File: src/rtl/cordic_rotation_engine_pkg.sv
// Shared constants for the CORDIC rotation engine: mode codes, FSM states and
// the Q3.28 unit value.
package cordic_rotation_engine_pkg;

  typedef enum logic [1:0] {
    CIRCULAR   = 2'd0,
    LINEAR     = 2'd1,
    HYPERBOLIC = 2'd2
  } mode_e;

  typedef enum logic [1:0] {
    IDLE = 2'd0,
    RUN  = 2'd1,
    DONE = 2'd2
  } state_e;

  localparam logic [31:0] ONE   = 32'h1000_0000;
  localparam int          IDX_W = 5;

endpackage

File: src/rtl/cordic_rotation_engine_if.sv
// Start/ready/done handshake and operand/result bundle of the CORDIC engine.
interface cordic_rotation_engine_if #(
  parameter int WIDTH = 32
) ();

  logic                    start;
  logic [1:0]              mode;
  logic signed [WIDTH-1:0] x_in;
  logic signed [WIDTH-1:0] y_in;
  logic signed [WIDTH-1:0] z_in;
  logic                    ready;
  logic                    done;
  logic signed [WIDTH-1:0] x_out;
  logic signed [WIDTH-1:0] y_out;
  logic signed [WIDTH-1:0] z_out;
  logic [1:0]              mode_out;

  modport master (
    output start, mode, x_in, y_in, z_in,
    input  ready, done, x_out, y_out, z_out, mode_out
  );

  modport slave (
    input  start, mode, x_in, y_in, z_in,
    output ready, done, x_out, y_out, z_out, mode_out
  );

endinterface

File: src/rtl/cordic_rotation_engine_angle_rom.sv
// Combinational elementary-angle table in Q3.28: atan(2^-i), atanh(2^-i) or
// 2^-i selected by the coordinate-system code, rounded to nearest.
module cordic_angle_rom
  import cordic_rotation_engine_pkg::*;
#(
  parameter int WIDTH = 32
) (
  input  logic [1:0]              mode_i,
  input  logic [IDX_W-1:0]        idx_i,
  output logic signed [WIDTH-1:0] angle_o
);

  // Beyond i = 9 both atan and atanh round to 2^-i at 28 fractional bits.
  function automatic logic [31:0] atan_q28(input logic [IDX_W-1:0] i);
    case (i)
      5'd0:    return 32'd210828714;
      5'd1:    return 32'd124459457;
      5'd2:    return 32'd65760959;
      5'd3:    return 32'd33381290;
      5'd4:    return 32'd16755422;
      5'd5:    return 32'd8385879;
      5'd6:    return 32'd4193963;
      5'd7:    return 32'd2097109;
      5'd8:    return 32'd1048571;
      5'd9:    return 32'd524287;
      default: return ONE >> i;
    endcase
  endfunction

  function automatic logic [31:0] atanh_q28(input logic [IDX_W-1:0] i);
    case (i)
      5'd0:    return 32'd0;
      5'd1:    return 32'd147453245;
      5'd2:    return 32'd68561855;
      5'd3:    return 32'd33730852;
      5'd4:    return 32'd16799113;
      5'd5:    return 32'd8391340;
      5'd6:    return 32'd4194645;
      5'd7:    return 32'd2097195;
      5'd8:    return 32'd1048581;
      5'd9:    return 32'd524289;
      default: return ONE >> i;
    endcase
  endfunction

  always_comb begin
    case (mode_i)
      HYPERBOLIC: angle_o = $signed(WIDTH'(atanh_q28(idx_i)));
      LINEAR:     angle_o = $signed(WIDTH'(ONE >> idx_i));
      default:    angle_o = $signed(WIDTH'(atan_q28(idx_i)));
    endcase
  end

endmodule

File: src/rtl/cordic_rotation_engine.sv
// Iterative rotation-mode CORDIC: one micro-rotation per clock in circular,
// linear or hyperbolic coordinates; results leave unscaled with their mode.
module cordic_rotation_engine
  import cordic_rotation_engine_pkg::*;
#(
  parameter int WIDTH      = 32,
  parameter int ITERATIONS = 16
) (
  input logic                    clk,
  input logic                    reset,
  cordic_rotation_engine_if.slave bus
);

  state_e                  state_q, state_d;
  logic [1:0]              mode_q, mode_d, mode_out_q, mode_out_d;
  logic [IDX_W-1:0]        idx_q, idx_d, last_idx;
  logic                    rep_q, rep_d, rep_needed, last_step, d_pos;
  logic signed [WIDTH-1:0] x_q, y_q, z_q, x_d, y_d, z_d;
  logic signed [WIDTH-1:0] x_out_q, y_out_q, z_out_q, x_out_d, y_out_d, z_out_d;
  logic signed [WIDTH-1:0] ang, x_sh, y_sh, x_rot, y_rot, z_rot;

  cordic_angle_rom #(.WIDTH(WIDTH)) u_rom (
    .mode_i (mode_q),
    .idx_i  (idx_q),
    .angle_o(ang)
  );

  assign x_sh  = x_q >>> idx_q;
  assign y_sh  = y_q >>> idx_q;
  assign d_pos = ~z_q[WIDTH-1];

  always_comb begin
    x_rot = x_q;
    y_rot = y_q;
    z_rot = z_q;
    case (mode_q)
      CIRCULAR, LINEAR, HYPERBOLIC: begin
        y_rot = d_pos ? y_q + x_sh : y_q - x_sh;
        z_rot = d_pos ? z_q - ang  : z_q + ang;
      end
      default: ;
    endcase
    if (mode_q == CIRCULAR)   x_rot = d_pos ? x_q - y_sh : x_q + y_sh;
    if (mode_q == HYPERBOLIC) x_rot = d_pos ? x_q + y_sh : x_q - y_sh;
  end

  // Hyperbolic convergence needs indices 4 and 13 run twice; rep_q marks the second pass.
  assign rep_needed = (mode_q == HYPERBOLIC) && !rep_q && (idx_q == 5'd4 || idx_q == 5'd13);
  assign last_idx   = (mode_q == HYPERBOLIC) ? IDX_W'(ITERATIONS) : IDX_W'(ITERATIONS - 1);
  assign last_step  = (idx_q == last_idx) && !rep_needed;

  always_comb begin
    state_d    = state_q;
    mode_d     = mode_q;
    idx_d      = idx_q;
    rep_d      = rep_q;
    x_d        = x_q;
    y_d        = y_q;
    z_d        = z_q;
    x_out_d    = x_out_q;
    y_out_d    = y_out_q;
    z_out_d    = z_out_q;
    mode_out_d = mode_out_q;
    case (state_q)
      IDLE, DONE: begin
        state_d = IDLE;
        if (bus.start) begin
          state_d = RUN;
          mode_d  = bus.mode;
          idx_d   = (bus.mode == HYPERBOLIC) ? IDX_W'(1) : '0;
          rep_d   = 1'b0;
          x_d     = bus.x_in;
          y_d     = bus.y_in;
          z_d     = bus.z_in;
        end
      end
      RUN: begin
        x_d = x_rot;
        y_d = y_rot;
        z_d = z_rot;
        if (rep_needed) begin
          rep_d = 1'b1;
        end else begin
          rep_d = 1'b0;
          idx_d = idx_q + 5'd1;
        end
        if (last_step) begin
          state_d    = DONE;
          x_out_d    = x_rot;
          y_out_d    = y_rot;
          z_out_d    = z_rot;
          mode_out_d = mode_q;
        end
      end
      default: state_d = IDLE;
    endcase
  end

  always_ff @(posedge clk) begin
    if (reset) begin
      state_q    <= IDLE;
      mode_q     <= CIRCULAR;
      idx_q      <= '0;
      rep_q      <= 1'b0;
      x_out_q    <= '0;
      y_out_q    <= '0;
      z_out_q    <= '0;
      mode_out_q <= LINEAR;
    end else begin
      state_q    <= state_d;
      mode_q     <= mode_d;
      idx_q      <= idx_d;
      rep_q      <= rep_d;
      x_out_q    <= x_out_d;
      y_out_q    <= y_out_d;
      z_out_q    <= z_out_d;
      mode_out_q <= mode_out_d;
    end
  end

  always_ff @(posedge clk) begin
    x_q <= x_d;
    y_q <= y_d;
    z_q <= z_d;
  end

  assign bus.ready    = (state_q != RUN);
  assign bus.done     = (state_q == DONE);
  assign bus.x_out    = x_out_q;
  assign bus.y_out    = y_out_q;
  assign bus.z_out    = z_out_q;
  assign bus.mode_out = mode_out_q;

endmodule

File: src/flat_wrapper.sv
// flat-port wrapper written by rule: the top's interface ports become plain ports
module cordic_rotation_engine_flat import cordic_rotation_engine_pkg::*;
#(
  parameter int WIDTH      = 32,
  parameter int ITERATIONS = 16
)
  (clk, reset, bus_start, bus_mode, bus_x_in, bus_y_in, bus_z_in, bus_ready, bus_done, bus_x_out, bus_y_out, bus_z_out, bus_mode_out);
  cordic_rotation_engine_if #(.WIDTH(WIDTH)) bus_i ();
  input logic clk;
  input logic reset;
  input wire logic [$bits(bus_i.start)-1:0] bus_start;
  input wire logic [$bits(bus_i.mode)-1:0] bus_mode;
  input wire logic [$bits(bus_i.x_in)-1:0] bus_x_in;
  input wire logic [$bits(bus_i.y_in)-1:0] bus_y_in;
  input wire logic [$bits(bus_i.z_in)-1:0] bus_z_in;
  output wire logic [$bits(bus_i.ready)-1:0] bus_ready;
  output wire logic [$bits(bus_i.done)-1:0] bus_done;
  output wire logic [$bits(bus_i.x_out)-1:0] bus_x_out;
  output wire logic [$bits(bus_i.y_out)-1:0] bus_y_out;
  output wire logic [$bits(bus_i.z_out)-1:0] bus_z_out;
  output wire logic [$bits(bus_i.mode_out)-1:0] bus_mode_out;
  assign bus_i.start = bus_start;
  assign bus_i.mode = bus_mode;
  assign bus_i.x_in = bus_x_in;
  assign bus_i.y_in = bus_y_in;
  assign bus_i.z_in = bus_z_in;
  assign bus_ready = bus_i.ready;
  assign bus_done = bus_i.done;
  assign bus_x_out = bus_i.x_out;
  assign bus_y_out = bus_i.y_out;
  assign bus_z_out = bus_i.z_out;
  assign bus_mode_out = bus_i.mode_out;
  cordic_rotation_engine #(.WIDTH(WIDTH), .ITERATIONS(ITERATIONS)) u_core (.clk(clk), .reset(reset), .bus(bus_i));
endmodule
File: config.mk
export PLATFORM = sky130hd
export DESIGN_NAME = cordic_rotation_engine_flat
export DESIGN_NICKNAME = d
export VERILOG_FILES = /design/src/rtl/cordic_rotation_engine_pkg.sv /design/src/rtl/cordic_rotation_engine_if.sv /design/src/rtl/cordic_rotation_engine_angle_rom.sv /design/src/rtl/cordic_rotation_engine.sv /design/src/flat_wrapper.sv
export SDC_FILE = /design/constraint.sdc
export NUM_CORES = 1
export LEC_CHECK = 0
export BUFFER_PORTS_ARGS = -buffer_cell sky130_fd_sc_hd__buf_2
export CORE_MARGIN = 4
export CORE_UTILIZATION = 40
export CTS_BUF_LIST = sky130_fd_sc_hd__clkbuf_8
export DETAILED_ROUTE_END_ITERATION = 8
export SYNTH_ARGS = -nofsm -noshare
export SYNTH_HDL_FRONTEND = slang
export SYNTH_SLANG_ARGS = --single-unit
File: constraint.sdc
create_clock -name clk -period 9.1 [get_ports clk]
set_input_delay 1.82 -clock clk [delete_from_list [all_inputs] [get_ports clk]]
set_output_delay 1.82 -clock clk [all_outputs]
set_load 0.1 [all_outputs]
Yosys cells after proc, flatten, opt, wreduce, memory -nomap -nowiden
Cells that the tools add are included.
{"block": "totals", "regBits": 204, "inputBits": 101, "out_inout_bits": 100}
{"block": "op_classes", "n_addsub": 7, "n_mux": 28, "n_reduce_logical": 16, "n_shift": 3, "n_eq_ne": 20}
{"op": "$pmux W32 S10", "n": 2}
{"op": "$mux W32", "n": 11}
{"op": "$pmux W32 S2", "n": 4}
{"op": "$add A32 B32 Y32", "n": 3}
{"op": "$sub A32 B32 Y32", "n": 3}
{"op": "$sshr A32 B5 Y32", "n": 2}
{"op": "$shr A29 B5 Y32 const A", "n": 1}
{"op": "$eq A5 B3 Y1 const B", "n": 4}
{"op": "$eq A5 B4 Y1 const B", "n": 3}
{"op": "$mux W5", "n": 3}
{"op": "$eq A5 B2 Y1 const B", "n": 2}
{"op": "$pmux W5 S2", "n": 1}
{"op": "$eq A2 B2 Y1 const B", "n": 3}
{"op": "$reduce_and A2 Y1", "n": 3}
{"op": "$add A5 B1 Y5 const B", "n": 1}
{"op": "$eq A5 B1 Y1 const B", "n": 1}
{"op": "$eq A5 B5 Y1", "n": 1}
{"op": "$logic_not A5 Y1", "n": 1}
{"op": "$eq A2 B1 Y1 const B", "n": 2}
{"op": "$logic_not A2 Y1", "n": 2}
{"op": "$mux W1", "n": 4}
{"op": "$ne A2 B1 Y1 const B", "n": 2}
{"op": "$ne A2 B2 Y1 const B", "n": 2}
{"op": "$pmux W2 S2", "n": 1}
{"op": "other kinds (9)", "n": 12}

Logic depth before layout (Yosys ltp)
{"block": "depth", "ltp_word": 7, "ltp_mapped": 32, "depth_no_buf": 24}

Hierarchy
From an unflattened synthesis, not the netlist that was laid out.
{"block": "unflattened", "hier_cells": 2759, "hier_area_um2": 21082.7}
{"module": "cordic_rotation_engine", "instances": 1, "area_per_inst_um2": 19713.9, "cells_per_inst": 2519}
{"module": "cordic_angle_rom", "instances": 1, "area_per_inst_um2": 1368.8, "cells_per_inst": 240}

Least setup slack after synthesis
No wires, ideal clock.
{"block": "synth_path", "path_kind": "register to register", "from": "register u_core.idx_q[1]", "to": "register u_core.z_q[30], data pin", "n_path_buf": 8, "setup_slack_ns": 1.877, "t_arrival_ns": 6.954, "t_required_ns": 8.831, "synth_period_minus_slack_ns": 7.223, "stages_incl_launch_ff": 32, "cell_sequence": "dfxtp_1 > buf_6 > buf_12 > buf_2 > buf_2 > buf_1 > clkbuf_1 > inv_1 > ha_1 > buf_1 > nor3_1 > o32a_1 > buf_2 > a221oi_1 > a311oi_1 > a21boi_0 > and4_1 > nor2b_1 > nor2_1 > xnor2_1 > ha_1 > a21o_1 > a21o_1 > a21o_1 > a221o_1 > a32oi_1 > a31oi_1 > o41ai_1 > o21ai_0 > and4b_1 > a211oi_1 > o21ai_0"}
{"block": "synth_between", "elab_chain_len": 7, "word_cells_on_any_way": 19}
{"element": "start, declared", "line_no": "cordic_rotation_engine.sv:16", "rtl": "logic [IDX_W-1:0] idx_q, idx_d, last_idx;"}
{"element": "start signal, assigned", "line_no": "cordic_rotation_engine.sv:112", "rtl": "idx_q <= idx_d;"}
{"element": "$shr A29 B5 Y32, or another cell as far along", "line_no": "cordic_rotation_engine_angle_rom.sv:26, cordic_rotation_engine_angle_rom.sv:42, cordic_rotation_engine_angle_rom.sv:49"}
{"element": "$pmux W32 S10 (on tied branches)", "line_no": "cordic_rotation_engine_angle_rom.sv:15, cordic_rotation_engine_angle_rom.sv:31"}
{"element": "$pmux W32 S2 (*)", "line_no": "cordic_rotation_engine_angle_rom.sv:47", "rtl": "case (mode_i)"}
{"element": "$sub A32 B32 Y32 or $add A32 B32 Y32 (tied branches)", "line_no": "cordic_rotation_engine.sv:39", "rtl": "z_rot = d_pos ? z_q - ang : z_q + ang;"}
{"element": "$mux W32 (*)", "line_no": "cordic_rotation_engine.sv:39"}
{"element": "$mux W32 (*)", "line_no": "cordic_rotation_engine.sv:36", "rtl": "case (mode_q)"}
{"element": "$pmux W32 S2 (*)", "line_no": "cordic_rotation_engine.sv:64", "rtl": "case (state_q)"}
{"element": "via u_core.z_d[30]", "line_no": "cordic_rotation_engine.sv:18", "rtl": "logic signed [WIDTH-1:0] x_q, y_q, z_q, x_d, y_d, z_d;"}
{"element": "end signal, assigned", "line_no": "cordic_rotation_engine.sv:124", "rtl": "z_q <= z_d;"}
{"element": "end, declared", "line_no": "cordic_rotation_engine.sv:18"}
Mark *: on every way through the listed nets, which the timed path passes. The rest lies on a longest branch.
A chain may end at the register's enable or synchronous reset.

Worst setup path after layout
Same ends and word-level chain as after synthesis.

==> impl_metrics.json <==
{
  "end_kind": "flop",
  "final_max_slew_viol_count": 0,
  "comb_power_share": 0.634,
  "num_vias": 22700,
  "grt_max_degree": 114,
  "clock-sinks": 204,
  "layout_commonest_cell": "nor2_1",
  "drtAntennaViolNets": 0,
  "worst_slack_ns": 1.18,
  "drtIter0Drc": 1857,
  "core_sq_um": 54100,
  "min_period_ns": 7.92,
  "crit_top_cell": "o21ai_0",
  "first_global_vias": 22100,
  "clockRootBuffer": "clkbuf_8",
  "die_area_sq_um": 58900,
  "clockPowerShare": 0.161,
  "power.share.switching": 0.487,
  "async_reset_ff_frac": 0,
  "cts-buffers-inserted": 39,
  "synthFlopType": "dfxtp_1",
  "place_area_sq_um": 23300,
  "place_ws_ns": 1.33,
  "viasPerCell": 6.27,
  "syn_area_per_cell_sq_um": 7.77,
  "clk_latency_ns": 0.62,
  "skew_ns": 0.0481,
  "fin_hold_ws_ns": 0.459,
  "p_per_area_nw_per_um2": 257,
  "wirelength_mm": 83.6,
  "critPathTopFamily": "compound AO/OA/AOI/OAI gates",
  "p_switching_uw": 3010,
  "yosysUniqueCellTypes": 98,
  "synth-seq-cells": 204,
  "critical_path_buf_inv_count": 1,
  "status": "completed",
  "fin_tns_setup_ns": 0,
  "synth_area_sq_um": 22000,
  "ctsHoldBuffers": 0,
  "grt_pass1_wl_mm": 129,
  "antenna_cells": 0,
  "hpwl_mm": 63.2,
  "antenna_found_initial": 0,
  "final_cell_mix": "nor2_1, nand2_1, o21ai_0",
  "netlist_instances": 2835,
  "rsz0062_at_grt": "no",
  "io_buffers": 200,
  "syn_nets": 3082,
  "ctsLongestPathBuffers": 3,
  "slew_headroom": 0.239,
  "critPathLaunchType": "flop",
  "power_frac_seq": 0.205,
  "crit_type": "flop to flop",
  "die_h_um": 243,
  "synth_warnings": 0,
  "synth_edf_count": 96,
  "gp_congestion": 1.00,
  "cts_resized": 0,
  "ys_seq_area_frac": 0.229,
  "rows": 85,
  "first_pass_iters": 6,
  "critPathSlowestCell": "dfxtp_4",
  "p_total_uw": 6180,
  "nFillCells": 5476,
  "setup_viol": 0,
  "cts_tree": "yes",
  "area_delta_synth_final_pct": 9.43,
  "finalCritPeriodShare": 0.871,
  "routedWlPerCell_um": 23.1,
  "drive_above_1_share": 0.137,
  "die_x_um": 243,
  "pin_count": 201,
  "maxCapViolCount": 0,
  "finalHoldViolations": 0,
  "max_freq_mhz": 126,
  "cp_cell_sequence": "inv_1, ha_1, nor3b_2, o32a_1, a221oi_1, a311oi_1, a21boi_0, and4_1, nor2b_1, and2_1, nor2_1, xnor2_1, ha_1, a21o_1, a21o_1, a21oi_1, o21ai_0, a31oi_1, a31oi_1, o41ai_1, o21ai_0, and4b_1, a211oi_1, o21ai_0",
  "final_area_sq_um": 24100,
  "ir_drop_mv": 0.128,
  "path_max_fanout": 50,
  "cts_max_level": 2,
  "drc": 0,
  "overflow": 0,
  "grt_usage": 0.271,
  "worst_slew_pin_slew_ns": 1.13,
  "max_stage_delay_ns": 0.73,
  "nets": 3144,
  "postCtsSetupBuffers": 0,
  "hp-class": "flop to flop",
  "cp_data_arrival_time_ns": 8.25,
  "intPower_uw": 3170,
  "critPathRequiredTime_ns": 9.43,
  "total_leakage_power_uw": 0.0100,
  "start_util": 0.407,
  "cts.clk_slew.worst_paths_ns": 0.07
}
registers in the layout, summed over array words and instances (netlist names), 2 cells and up:
register,count
u_core.bus.x_out,32
u_core.bus.y_out,32
u_core.bus.z_out,32
u_core.x_q,32
u_core.y_q,32
u_core.z_q,32
u_core.idx_q,5
u_core.bus.mode_out,2
u_core.mode_q,2
u_core.state_q,2
per-stage QoR:
| stage | util | instances |
|---|---|---|
| after floorplan | - | 2835 |
| after global placement | 0.430 | 3552 |
| after detailed placement | 0.430 | 3552 |
| after CTS | 0.445 | 3623 |
| after global routing | 0.445 | 3623 |
| final | 0.445 | 3623 |
synthesized netlist by cell type (8+ instances only):
master	n	area share
o22ai_1	19	0.0054
dfxtp_1	108	0.098
nor3_1	52	0.012
a311oi_1	10	0.0040
mux4_2	39	0.040
xnor2_1	72	0.029
nor2b_1	34	0.0097
o221ai_1	17	0.0068
or2_2	13	0.0037
nor4_1	14	0.0040
a21o_1	69	0.024
o32ai_1	8	0.0032
a41oi_1	10	0.0040
and3_1	26	0.0074
ha_1	142	0.081
a31oi_1	49	0.014
nand4_1	13	0.0037
nand2b_1	36	0.010
o21a_1	36	0.012
and2_1	27	0.0077
nand3b_1	9	0.0031
edfxtp_1	96	0.13
nand2_1	285	0.049
a211oi_1	100	0.034
o21bai_1	21	0.0072
a221o_1	19	0.0086
xor2_1	44	0.017
buf_1	26	0.0044
clkbuf_1	141	0.024
mux2_2	20	0.010
o211ai_1	21	0.0072
inv_1	98	0.017
mux2i_1	80	0.036
buf_2	21	0.0048
nor2_1	299	0.051
a22oi_1	15	0.0051
buf_4	20	0.0068
o31a_1	8	0.0032
or3_1	15	0.0043
o21ai_0	251	0.057
a21oi_1	240	0.055
a221oi_1	14	0.0056
o31ai_1	18	0.0061
nand3_1	39	0.0089
power by group through the flow:
stage	Clock, uW	Sequential (uW)	Combinational (uW)
floorplan	0	1190	2930
detailed placement	0	1280	3850
finish	995	1270	3920
CTS	1030	1270	3880
global route	1070	1280	4330
global placement	0	1280	3820
logic make-up (layout without fill, tap and decap cells):
logic type,count (synthesis),after routing,share of synthesized area
compound gates,1014,1014,0.299
xor+xnor,116,116,0.0461
fa+ha+maj,146,146,0.0843
buf+inv,313,405,0.0597
flops,204,204,0.229
mux,143,143,0.0912
simple gates,899,899,0.190
worst paths after layout:
path | from | endpoint | slack, ns | depth (start not counted)
worst max-delay path | u_core.idx_q[1]$_SDFFE_PP0P_ | u_core.z_q[30]$_DFFE_PP_ | 1.18 | 24
worst min register to register | u_core.bus.x_out[24]$_SDFFE_PP0P_ | u_core.bus.x_out[24]$_SDFFE_PP0P_ | 0.46 | 2
worst max register to register | u_core.idx_q[1]$_SDFFE_PP0P_ | u_core.z_q[30]$_DFFE_PP_ | 1.18 | 24
worst min-delay path | u_core.bus.x_out[24]$_SDFFE_PP0P_ | u_core.bus.x_out[24]$_SDFFE_PP0P_ | 0.46 | 2
layout make-up:
| type | instances | area (sq um) | share of cell area |
|---|---|---|---|
| inverter | 101 | 384 | 0.0159 |
| multi-input combinational | 2318 | 15700 | 0.651 |
| clock buffer | 53 | 729 | 0.0303 |
| clock inverter | 18 | 110 | 0.00457 |
| timing repair buffer | 233 | 1250 | 0.0519 |
| sequential | 204 | 5060 | 0.210 |
| tap | 696 | 871 | 0.0361 |
tightest hold or removal path, delay by kind of cell (launching register included):
kind            cells  cell delay [ns]
compound gates      1             0.05
simple gates        1             0.05
flops               1             0.31
per-layer routing:
layer	wire length, um	vias to the layer above	global-route usage
li1	-	10700	-
met4	3680	0	0.109
met5	0	-	0
met2	39500	883	0.460
met1	35100	11000	0.346
met3	5270	216	0.0420
Power figures use the tool's default switching activity.
